**src/rtl/serial_frame_rx_if.sv**
```systemverilog
// Handshake bundle for serial_frame_rx: serial input side plus the
// parallel word and status pulses going back to the consumer.
interface serial_frame_rx_if #(
  parameter int DATA_W = 8
);
  logic              sdin;
  logic              en;
  logic [DATA_W-1:0] data_out;
  logic              data_valid;
  logic              parity_err;
  logic              frame_err;
  logic              busy;

  // Producer / consumer side: drives the bit stream, watches the results
  modport master (
    output sdin, en,
    input  data_out, data_valid, parity_err, frame_err, busy
  );

  // Receiver side
  modport slave (
    input  sdin, en,
    output data_out, data_valid, parity_err, frame_err, busy
  );
endinterface

```
**src/rtl/serial_frame_rx.sv**
```systemverilog
// Serial frame receiver: start bit, DATA_W data bits LSB first, optional
// parity bit, stop bit. Good words are presented with a one-cycle valid
// pulse; parity and framing errors get their own one-cycle pulses.
module serial_frame_rx #(
  parameter int DATA_W     = 8,
  parameter int PARITY_EN  = 1,
  parameter int PARITY_ODD = 0
) (
  input  logic               clk,
  input  logic               rst_n,
  serial_frame_rx_if.slave   bus
);

  typedef enum logic [2:0] {
    S_IDLE,
    S_DATA,
    S_PARITY,
    S_STOP,
    S_WAIT_HI
  } state_t;

  state_t            state_q, state_d;
  logic [4:0]        count_q, count_d;
  logic [DATA_W-1:0] shift_q, shift_d;
  logic [DATA_W-1:0] data_q, data_d;
  logic              par_q, par_d;
  logic              valid_q, valid_d;
  logic              perr_q, perr_d;
  logic              ferr_q, ferr_d;
  logic              parity_ok;

  // Parity verdict on the captured word; always good when no parity bit is sent
  assign parity_ok = (PARITY_EN == 0) || ((^shift_q ^ par_q) == (PARITY_ODD != 0));

  // Next-state logic: everything advances only on strobed edges, pulses default low
  always_comb begin
    state_d = state_q;
    count_d = count_q;
    shift_d = shift_q;
    par_d   = par_q;
    data_d  = data_q;
    valid_d = 1'b0;
    perr_d  = 1'b0;
    ferr_d  = 1'b0;
    if (bus.en) begin
      unique case (state_q)
        S_IDLE: begin
          if (!bus.sdin) begin
            state_d = S_DATA;
            count_d = '0;
          end
        end
        S_DATA: begin
          for (int i = 0; i < DATA_W; i++) begin
            if (count_q == 5'(i)) shift_d[i] = bus.sdin;
          end
          if (count_q == 5'(DATA_W - 1)) begin
            state_d = (PARITY_EN != 0) ? S_PARITY : S_STOP;
          end else begin
            count_d = count_q + 5'd1;
          end
        end
        S_PARITY: begin
          par_d   = bus.sdin;
          state_d = S_STOP;
        end
        S_STOP: begin
          if (bus.sdin) begin
            state_d = S_IDLE;
            if (parity_ok) begin
              data_d  = shift_q;
              valid_d = 1'b1;
            end else begin
              perr_d = 1'b1;
            end
          end else begin
            // Framing error wins over any parity problem in the same frame
            ferr_d  = 1'b1;
            state_d = S_WAIT_HI;
          end
        end
        S_WAIT_HI: begin
          // Line must return high before a new start bit is trusted
          if (bus.sdin) state_d = S_IDLE;
        end
        default: state_d = S_IDLE;
      endcase
    end
  end

  // State and output registers with synchronous active-low reset
  always_ff @(posedge clk) begin
    if (!rst_n) begin
      state_q <= S_IDLE;
      count_q <= '0;
      shift_q <= '0;
      par_q   <= 1'b0;
      data_q  <= '0;
      valid_q <= 1'b0;
      perr_q  <= 1'b0;
      ferr_q  <= 1'b0;
    end else begin
      state_q <= state_d;
      count_q <= count_d;
      shift_q <= shift_d;
      par_q   <= par_d;
      data_q  <= data_d;
      valid_q <= valid_d;
      perr_q  <= perr_d;
      ferr_q  <= ferr_d;
    end
  end

  assign bus.data_out   = data_q;
  assign bus.data_valid = valid_q;
  assign bus.parity_err = perr_q;
  assign bus.frame_err  = ferr_q;
  assign bus.busy       = (state_q != S_IDLE);

endmodule
```
**src/flat_wrapper.sv**
```systemverilog
// flat-port wrapper written by rule: the top's interface ports become plain ports
module serial_frame_rx_flat 
#(
  parameter int DATA_W     = 8,
  parameter int PARITY_EN  = 1,
  parameter int PARITY_ODD = 0
)
  (clk, rst_n, bus_sdin, bus_en, bus_data_out, bus_data_valid, bus_parity_err, bus_frame_err, bus_busy);
  serial_frame_rx_if #(.DATA_W(DATA_W)) bus_i ();
  input  logic clk;
  input  logic rst_n;
  input wire logic [$bits(bus_i.sdin)-1:0] bus_sdin;
  input wire logic [$bits(bus_i.en)-1:0] bus_en;
  output wire logic [$bits(bus_i.data_out)-1:0] bus_data_out;
  output wire logic [$bits(bus_i.data_valid)-1:0] bus_data_valid;
  output wire logic [$bits(bus_i.parity_err)-1:0] bus_parity_err;
  output wire logic [$bits(bus_i.frame_err)-1:0] bus_frame_err;
  output wire logic [$bits(bus_i.busy)-1:0] bus_busy;
  assign bus_i.sdin = bus_sdin;
  assign bus_i.en = bus_en;
  assign bus_data_out = bus_i.data_out;
  assign bus_data_valid = bus_i.data_valid;
  assign bus_parity_err = bus_i.parity_err;
  assign bus_frame_err = bus_i.frame_err;
  assign bus_busy = bus_i.busy;
  serial_frame_rx #(.DATA_W(DATA_W), .PARITY_EN(PARITY_EN), .PARITY_ODD(PARITY_ODD)) u_core (.clk(clk), .rst_n(rst_n), .bus(bus_i));
endmodule
```
**config.mk**
```make
export PLATFORM = sky130hd
export DESIGN_NAME = serial_frame_rx_flat
export DESIGN_NICKNAME = d
export VERILOG_FILES = /design/src/rtl/serial_frame_rx_if.sv /design/src/rtl/serial_frame_rx.sv /design/src/flat_wrapper.sv
export SDC_FILE = /design/constraint.sdc
export NUM_CORES = 1
export LEC_CHECK = 0
export CAP_MARGIN = 10
export CORE_UTILIZATION = 40
export DETAILED_ROUTE_END_ITERATION = 12
export PLACE_DENSITY = 0.65
export SYNTH_ARGS = -nofsm -noshare
export SYNTH_HDL_FRONTEND = slang
export SYNTH_SLANG_ARGS = --single-unit
```
**constraint.sdc**
```tcl
create_clock -name clk -period 2.2 [get_ports clk]
set_input_delay 0.66 -clock clk [delete_from_list [all_inputs] [get_ports clk]]
set_output_delay 0.66 -clock clk [all_outputs]
set_load 0.02 [all_outputs]
```
# --- After elaboration in Yosys (flattened, before gate mapping) ---
# Cells that the tools add are included.
word_totals:
  elab_cells: 63
  reg_bits: 28
  output_inout_bits: 12
  in_bits: 4
op_classes:
  reduce_logical: 19
  bitwise_logic: 2
  n_addsub: 1
  mux: 11
  eq_ne: 15
op_table:
  columns: ["op", "n"]
  rows:
  - ["3-bit AND reduction", 9]
  - ["5-bit by 3-bit equality test with 1-bit output, second input constant", 4]
  - ["4-bit AND reduction", 4]
  - ["3-bit one-hot mux with 5 select lines", 1]
  - ["3-bit 2-to-1 mux", 4]
  - ["5-bit by 2-bit equality test with 1-bit output, second input constant", 2]
  - ["5-bit 2-to-1 mux", 2]
  - ["5-bit one-hot mux with 2 select lines", 1]
  - ["8-bit XOR reduction", 1]
  - ["3-bit by 2-bit equality test with 1-bit output, second input constant", 2]
  - ["2-bit != test, second input constant", 3]
  - ["5-bit by 1-bit adder with 5-bit output, second input constant", 1]
  - ["5-bit by 1-bit equality test with 1-bit output, second input constant", 1]
  - ["5-bit logical NOT", 1]
  - ["3-bit by 1-bit equality test with 1-bit output, second input constant", 1]
  - ["3-bit equality test, second input constant", 1]
  - ["3-bit logical NOT", 1]
  - ["1-bit 2-to-1 mux", 3]
  - ["3-bit nonzero test", 1]
  - ["2-bit by 1-bit != test with 1-bit output, second input constant", 1]
  - ["2-bit AND reduction", 1]
  - ["2-bit nonzero test", 1]
  - ["1-bit inverter", 1]
  - ["1-bit XOR", 1]

# --- Depth between registers and ports, before layout ---
# Gate-level depths: netlist of run 1.
logic_depth:
  ltp_word: 4
  ltp_mapped: 6
  ltp_nobuf: 6

# --- Worst setup path before layout of run 1 ---
# OpenSTA, ideal clock, no wires.
synth_timing:
  path_type: "input to register"
  startpoint: "in bus_en"
  endpoint: "reg u_core.count_q[3]"
  required_ps: 2128
  n_path_buf: 1
  arrival_time_ps: 1896
  setup_ps: 72
  slack_ps: 232
  cell_stages: 5
  path_cell_list: "buf_2 or3b_1 a211o_1 or3_1 a21oi_1"
synth_between:
  elab_chain_len: 1
synth_rtl:
  columns: ["item", "line", "source"]
  rows:
  - ["from (decl)", "flat_wrapper.sv:13", "input wire logic [$bits(bus_i.en)-1:0] bus_en;"]
  - ["4-bit AND reduction (no source line)", null, null]
  - ["to (signal assigned)", "serial_frame_rx.sv:104", "count_q <= count_d;"]
  - ["to (decl)", "serial_frame_rx.sv:23", "logic [4:0] count_q, count_d;"]
# No other way between the ends.
# A chain may end at the register's enable or synchronous reset.

# --- Worst setup path after layout of run 1 ---
layout_timing:
  startpoint: "reg u_core.state_q[1]"
  endpoint: "out bus_busy"
layout_between:
  elab_chain_len: 1
layout_rtl:
  columns: ["item", "line", "source"]
  rows:
  - ["from (decl)", "serial_frame_rx.sv:22", "state_t state_q, state_d;"]
  - ["from (signal assigned)", "serial_frame_rx.sv:103", "state_q <= state_d;"]
  - ["3-bit nonzero test", "serial_frame_rx.sv:118", "assign bus.busy = (state_q != S_IDLE);"]
  - ["to (decl)", "flat_wrapper.sv:18", "output wire logic [$bits(bus_i.busy)-1:0] bus_busy;"]
# No other way between the ends.

==> impl_metrics.json, run 1 <==
{
  "dr.first_iter.drc_count": 59,
  "cts_root_buf": "clkbuf_4",
  "dieHeight_um": 61.7,
  "max-vdd-ir-drop_mv": 0.326,
  "r2r_start": "u_core.count_q[0]$_SDFFE_PN0P_",
  "p_clk_share_pct": 30.0,
  "track_usage_pct": 16.3,
  "reg2regPathDepth": 5,
  "post_route_cells_drive_above_1_share_pct": 12.1,
  "wl_per_cell_um": 13.3,
  "dr.pass1.iters": 4,
  "ys_warn_count": 0,
  "initial_core_util_pct": 42.4,
  "outcome": "complete, no violations",
  "crit_path_end_kind": "output pin",
  "leakage_uw": 0.000599,
  "dieArea_sq_um": 3810,
  "dpl-instance-area_sq_um": 1710,
  "core_area_sq_um": 3360,
  "final_nets": 182,
  "synth_cell_types": 39,
  "start_kind": "flop",
  "synth_area_leaders": "dfxtp_1, mux2i_1, nand2_1, nor2b_1, ha_1",
  "clk_latency_ps": 340,
  "hold_viol_final": 0,
  "dr_wl_met2_um": 1350,
  "synth_edf_count": 0,
  "path_depth": 2,
  "critPathTopFamily": "simple AND/OR/NAND/NOR gates",
  "slowest_stage": "or3_1",
  "period_share_pct": 94.5,
  "setup_violations": 0,
  "final_cells": 219,
  "worstPathArrival_ps": 1420,
  "cp-startpoint": "u_core.state_q[1]$_SDFFE_PN0P_",
  "cellPowerDensity_nw_per_um2": 492,
  "synthArstFlopShare_pct": 0,
  "cp.required_ps": 1540,
  "avgViaCountPerCell": 5.05,
  "final_util_pct": 51.7,
  "hpwl_um": 2120,
  "path_buf_inv": 1,
  "portBuffers": 15,
  "maxCapViolations": 0,
  "fin_skew_ps": 9.13,
  "syn2layout_area_growth_pct": 22.1,
  "hold_path.class": "reg -> reg",
  "grt_pass1_wl_um": 4490,
  "switching_share_pct": 23.8,
  "h-tree-depth": 1,
  "synth_top_area_cell": "dfxtp_1",
  "fin_crit_ps": 2080,
  "rows": 21,
  "endpoint": "bus_busy",
  "synth_seq_area_share_pct": 39.3,
  "ff2ff_setup_slack_ps": 410,
  "r2r-end": "u_core.count_q[3]$_SDFFE_PN0P_",
  "synth_top_area_share_pct": 39.3,
  "slowest_delay_ps": 400,
  "cts-buffers-inserted": 3,
  "wl_um": 2910,
  "critical_path_peak_fanout": 2,
  "max_freq_ghz": 0.481,
  "power_frac_comb_pct": 9.7,
  "route.met3.wl_um": 87,
  "overflow": 0,
  "io-pin-count": 16,
  "grt_setup_unrepaired": "no",
  "routed.top_layer": "met4",
  "post-route-drc-count": 0,
  "worst_pin_slew_ps": 377,
  "num_vias": 1107,
  "cts_setup_buffers": 0,
  "critPathKind": "reg -> out",
  "synth_seq_cells": 28,
  "hold_slack_ps": 470,
  "netlist_instances": 153,
  "synthesis.area_sq_um": 1430,
  "antenna_cells": 0,
  "wirelength_met1_um": 1430,
  "cts_tree": "built",
  "grt_max_degree": 32,
  "slew-limit-headroom_pct": 74.6,
  "postRouteAntennaNets": 0,
  "p_int_uw": 653,
  "path_clk_slew_ps": 150,
  "placed_cells": 215,
  "synth-main-ff-cell": "dfxtp_1",
  "p_total_uw": 856,
  "final_cell_area_sq_um": 1740,
  "p_sw_uw": 203,
  "cts_buffer_depth": 2,
  "die_x_um": 61.7,
  "slew_violations": 0,
  "first_global_vias": 1002,
  "p_seq_share_pct": 60.3,
  "place_congestion": 0.778,
  "path_cells": "or3_1 > dlygate4sd2_1",
  "syn_avg_cell_area_sq_um": 9.31,
  "clkSinkCount": 28,
  "antenna_found_initial": 0,
  "synth_nets": 161
}
[what timing repair did]
item | 4_1_cts | 5_1_grt
setup endpoints to repair | 1 | 0
hold buffers | 0 | 0
resized for setup | 1 | 0
hold endpoints to repair | 0 | 0
[synth_stat cells, types with 2 or more instances]
| library cell | instances |
|---|---|
| o21ai_0 | 3 |
| nand2_1 | 19 |
| dfxtp_1 | 28 |
| nand2b_1 | 6 |
| mux2i_1 | 18 |
| nor2_1 | 6 |
| clkbuf_1 | 9 |
| nor2b_1 | 10 |
| nand3_1 | 4 |
| ha_1 | 4 |
| a21oi_1 | 3 |
| or3_1 | 2 |
| xor2_1 | 2 |
| xnor2_1 | 4 |
| nor4_1 | 7 |
| inv_1 | 4 |
| nor3_1 | 2 |
[state kept, by name, summed over array words and instances, names as in the netlist]
name                   cells
u_core.count_q             5
u_core.bus.frame_err       1
u_core.shift_q             8
u_core.bus.data_out        8
u_core.bus.data_valid      1
u_core.state_q             3
u_core.par_q               1
u_core.bus.parity_err      1
[tightest hold or removal path, delay by kind of cell, from the launching register on]
| family | cells | cell delay, ps |
|---|---|---|
| DFF | 1 | 340 |
| and+or+nand+nor | 1 | 50 |
| muxes | 1 | 50 |
[logic make-up after synthesis]
logic type / synth area share (%)
adder cells (fa/ha/maj): 3.51
AND/OR/NAND/NOR: 25.6
XOR/XNOR: 6.94
multiplexers: 14.2
buffers and inverters: 4.04
AO/OA/AOI/OAI: 6.32
flip-flops: 39.3
[per-stage QoR]
stage / setup slack, ps / TNS, ps
final: 121 / 0
after global routing: 68.8 / 0
after CTS: 112 / 0
after detailed placement: -165 / -814
after global placement: -143 / -422
after floorplan: 232 / 0
[final cells by class]
class / count / area, sq um
clock buffers: 4 / 36.3
fillers: 343 / 1620
inverters: 4 / 15.0
multi-input cells: 110 / 807
flip-flops and latches: 28 / 561
well taps: 46 / 57.6
repair buffers: 27 / 264
[layout by cell type, fill, tap and decap left out, types with 6 or more instances in the layout]
master and n:
dfxtp_1 28, nand2_1 19, nor2b_1 10, nand2b_1 6
buf_4 10, mux2i_1 18, nor2_1 6, nor4_1 7
clkdlybuf4s50_1 14
[layer usage]
| layer | GRT usage [%] | vias to the layer above |
|---|---|---|
| met5 | 0 | - |
| li1 | - | 565 |
| met2 | 25.2 | 13 |
| met4 | 5.08 | 0 |
| met1 | 22.5 | 525 |
| met3 | 3.73 | 4 |
[power by group through the flow]
stage / combinational (uW) / clock, uW / sequential [uW]
floorplan: 51.2 / 0 / 526
global placement: 79.9 / 0 / 527
detailed placement: 83.4 / 0 / 527
CTS: 83.1 / 268 / 516
global route: 90.9 / 279 / 517
finish: 82.8 / 257 / 516
[worst min path at each step]
stage | cells after the start | from | endpoint
finish | 2 | u_core.bus.data_out[7]$_SDFFE_PN0P_ | u_core.bus.data_out[7]$_SDFFE_PN0P_
global route | 2 | u_core.bus.data_out[6]$_SDFFE_PN0P_ | u_core.bus.data_out[6]$_SDFFE_PN0P_
CTS | 2 | u_core.bus.data_out[0]$_SDFFE_PN0P_ | u_core.bus.data_out[0]$_SDFFE_PN0P_
detailed placement | 2 | u_core.bus.data_out[0]$_SDFFE_PN0P_ | u_core.bus.data_out[0]$_SDFFE_PN0P_
global placement | 2 | u_core.bus.data_out[7]$_SDFFE_PN0P_ | u_core.bus.data_out[7]$_SDFFE_PN0P_
floorplan | 2 | u_core.shift_q[0]$_SDFFE_PN0P_ | u_core.bus.data_out[0]$_SDFFE_PN0P_
(Power assumes the default switching activity.)
==> run 2: changes to the inputs <==
--- a/config.mk
+++ b/config.mk
@@ -6,8 +6,10 @@
 export NUM_CORES = 1
 export LEC_CHECK = 0
 export CAP_MARGIN = 10
+export CORE_ASPECT_RATIO = 0.7
 export CORE_UTILIZATION = 40
 export DETAILED_ROUTE_END_ITERATION = 12
+export GPL_ROUTABILITY_DRIVEN = 0
 export PLACE_DENSITY = 0.65
 export SYNTH_ARGS = -nofsm -noshare
 export SYNTH_HDL_FRONTEND = slang
==> constraint.sdc (replaced) <==
create_clock -name clk -period 2.25 [get_ports clk]
set_input_delay 0.675 -clock clk [delete_from_list [all_inputs] [get_ports clk]]
set_output_delay 0.675 -clock clk [all_outputs]
set_load 0.02 [all_outputs]
==> run 2 against run 1 <==
Effect of this change: sequential cell count is the same; die area hardly changed; critical path depth is 4 higher; largest cell class unchanged; clock skew is 0.74 ps lower; sequential power decreased by 2%; non-clock buffer count unchanged; global-route usage increased by 1.1 points; first-iteration DRC count increased by 1.7%; core utilization up 1.4 points; worst setup slack got worse by 43 ps; critical path type is now in -> reg; routed wire length down 3.7%; combinational power fell by 6.0%.
==> impl_metrics.json, run 2 (synthesis gave the netlist of run 1 again) <==
{
  "slew_violations": 0,
  "initial_core_util_pct": 43.5,
  "grt_pass1_wl_um": 4920,
  "grt_max_degree": 31,
  "slowest_stage": "clkdlybuf4s50_1",
  "path_cells": "clkdlybuf4s50_1 > buf_4 > nand4bb_1 > nor4_1 > mux2i_1 > nor2b_1",
  "overflow": 0,
  "clk_latency_ps": 270,
  "leakage_uw": 0.000596,
  "maxCapViolations": 0,
  "slew-limit-headroom_pct": 75.0,
  "post-route-drc-count": 0,
  "cts.repair.resized": 1,
  "critical_path_peak_fanout": 7,
  "worst_pin_slew_ps": 372,
  "antenna_found_initial": 0,
  "path_buf_inv": 2,
  "hold_buffers": 0,
  "placed_cells": 216,
  "rows": 17,
  "track_usage_pct": 17.3,
  "hpwl_um": 2040,
  "max-vdd-ir-drop_mv": 0.270,
  "setup_violations": 0,
  "wl_per_cell_um": 12.8,
  "first_global_vias": 1066,
  "hold_viol_final": 0,
  "cts_tree": "built",
  "finalSetupTns_ps": 0,
  "die_x_um": 73.3,
  "antenna_cells": 0,
  "crit_path_end_kind": "flop",
  "outcome": "complete, no violations",
  "use_met3_pct": 4.65,
  "final_nets": 182,
  "clkSinkCount": 28,
  "core_area_sq_um": 3280,
  "final_cells": 219,
  "postRouteAntennaNets": 0,
  "dr.pass1.iters": 4,
  "cts_buffer_depth": 2,
  "portBuffers": 15,
  "cts_setup_buffers": 0,
  "gr-max-usage-layer": "met2",
  "num_vias": 1079,
  "use_met1_pct": 22.7,
  "post_route_cells_drive_above_1_share_pct": 12.2,
  "cts-buffers-inserted": 3,
  "grt_util_met2_pct": 27.8,
  "avgViaCountPerCell": 4.93,
  "start_kind": "input pin",
  "critPathKind": "in -> reg",
  "grt_setup_unrepaired": "yes",
  "layout_commonest_cell": "dfxtp_1",
  "cp.required_ps": 2420,
  "dr.first_iter.drc_count": 60,
  "max_freq_ghz": 0.460,
  "cts_root_buf": "clkbuf_8",
  "fin_skew_ps": 8.39,
  "io-pin-count": 16,
  "wl_um": 2810,
  "h-tree-depth": 1,
  "period_share_pct": 96.6,
  "final_cell_mix": "dfxtp_1, nand2_1, mux2i_1, clkdlybuf4s50_1, buf_4",
  "syn2layout_area_growth_pct": 22.1,
  "dieArea_sq_um": 3810,
  "worstPathArrival_ps": 2340,
  "hold_path.class": "reg -> reg",
  "critPathTopFamily": "simple AND/OR/NAND/NOR gates",
  "slowest_delay_ps": 510,
  "path_clk_slew_ps": 90,
  "fin_crit_ps": 2170,
  "cellPowerDensity_nw_per_um2": 489,
  "dieHeight_um": 51.9
}
-- run 2: cell types whose count changed in the layout (fill, tap and decap cells not counted) --
cell      before  now
clkbuf_4       3    0
nor4_1         7    6
nor4_2         0    1
clkbuf_8       1    3
buf_12         2    1
buf_4         10   11
-- run 2: final cells by class --
type,instances,area (sq um)
Timing Repair Buffer,27,251
Clock buffer,3,41.3
Multi-Input combinational cell,110,813
Inverter,4,15.0
Tap cell,47,58.8
Sequential cell,28,561
Fill cell,316,1540
-- run 2: worst paths after layout --
path	from	to	slack [ps]	cells after the start
max	bus_en	u_core.shift_q[5]$_SDFFE_PN0P_	80	6
min	u_core.bus.data_out[3]$_SDFFE_PN0P_	u_core.bus.data_out[3]$_SDFFE_PN0P_	460	2
max reg2reg	u_core.count_q[0]$_SDFFE_PN0P_	u_core.count_q[3]$_SDFFE_PN0P_	460	5
min reg2reg	u_core.bus.data_out[3]$_SDFFE_PN0P_	u_core.bus.data_out[3]$_SDFFE_PN0P_	460	2
-- run 2: metal layers --
metal  routed length (um)  vias to the layer above
met5                    0                        -
met4                   38                        0
met3                   99                        4
met2                 1230                       13
met1                 1440                      497
li1                     -                      565
-- run 2: stage by stage --
stage	setup slack (ps)	cell area [sq um]	utilization (%)	power (uW)	hold WS, ps
floorplan	267	1430	-	565	451
global placement	-123	1690	51.7	592	441
detailed placement	-174	1690	51.7	594	449
CTS	108	1730	52.9	861	463
global route	-27.7	1740	53.1	889	480
finish	77.4	1740	53.1	851	459
-- run 2: power by group --
part | internal, uW | switching [uW]
sequential | 499 | 4.82
clock | 120 | 149
combinational | 36.2 | 41.6
-- run 2: worst reg2reg max path, delay by kind of cell (launching register included) --
family          cells  cell delay (ps)
simple gates        2              620
fa+ha+maj           1              280
flops               1              380
compound gates      2              460
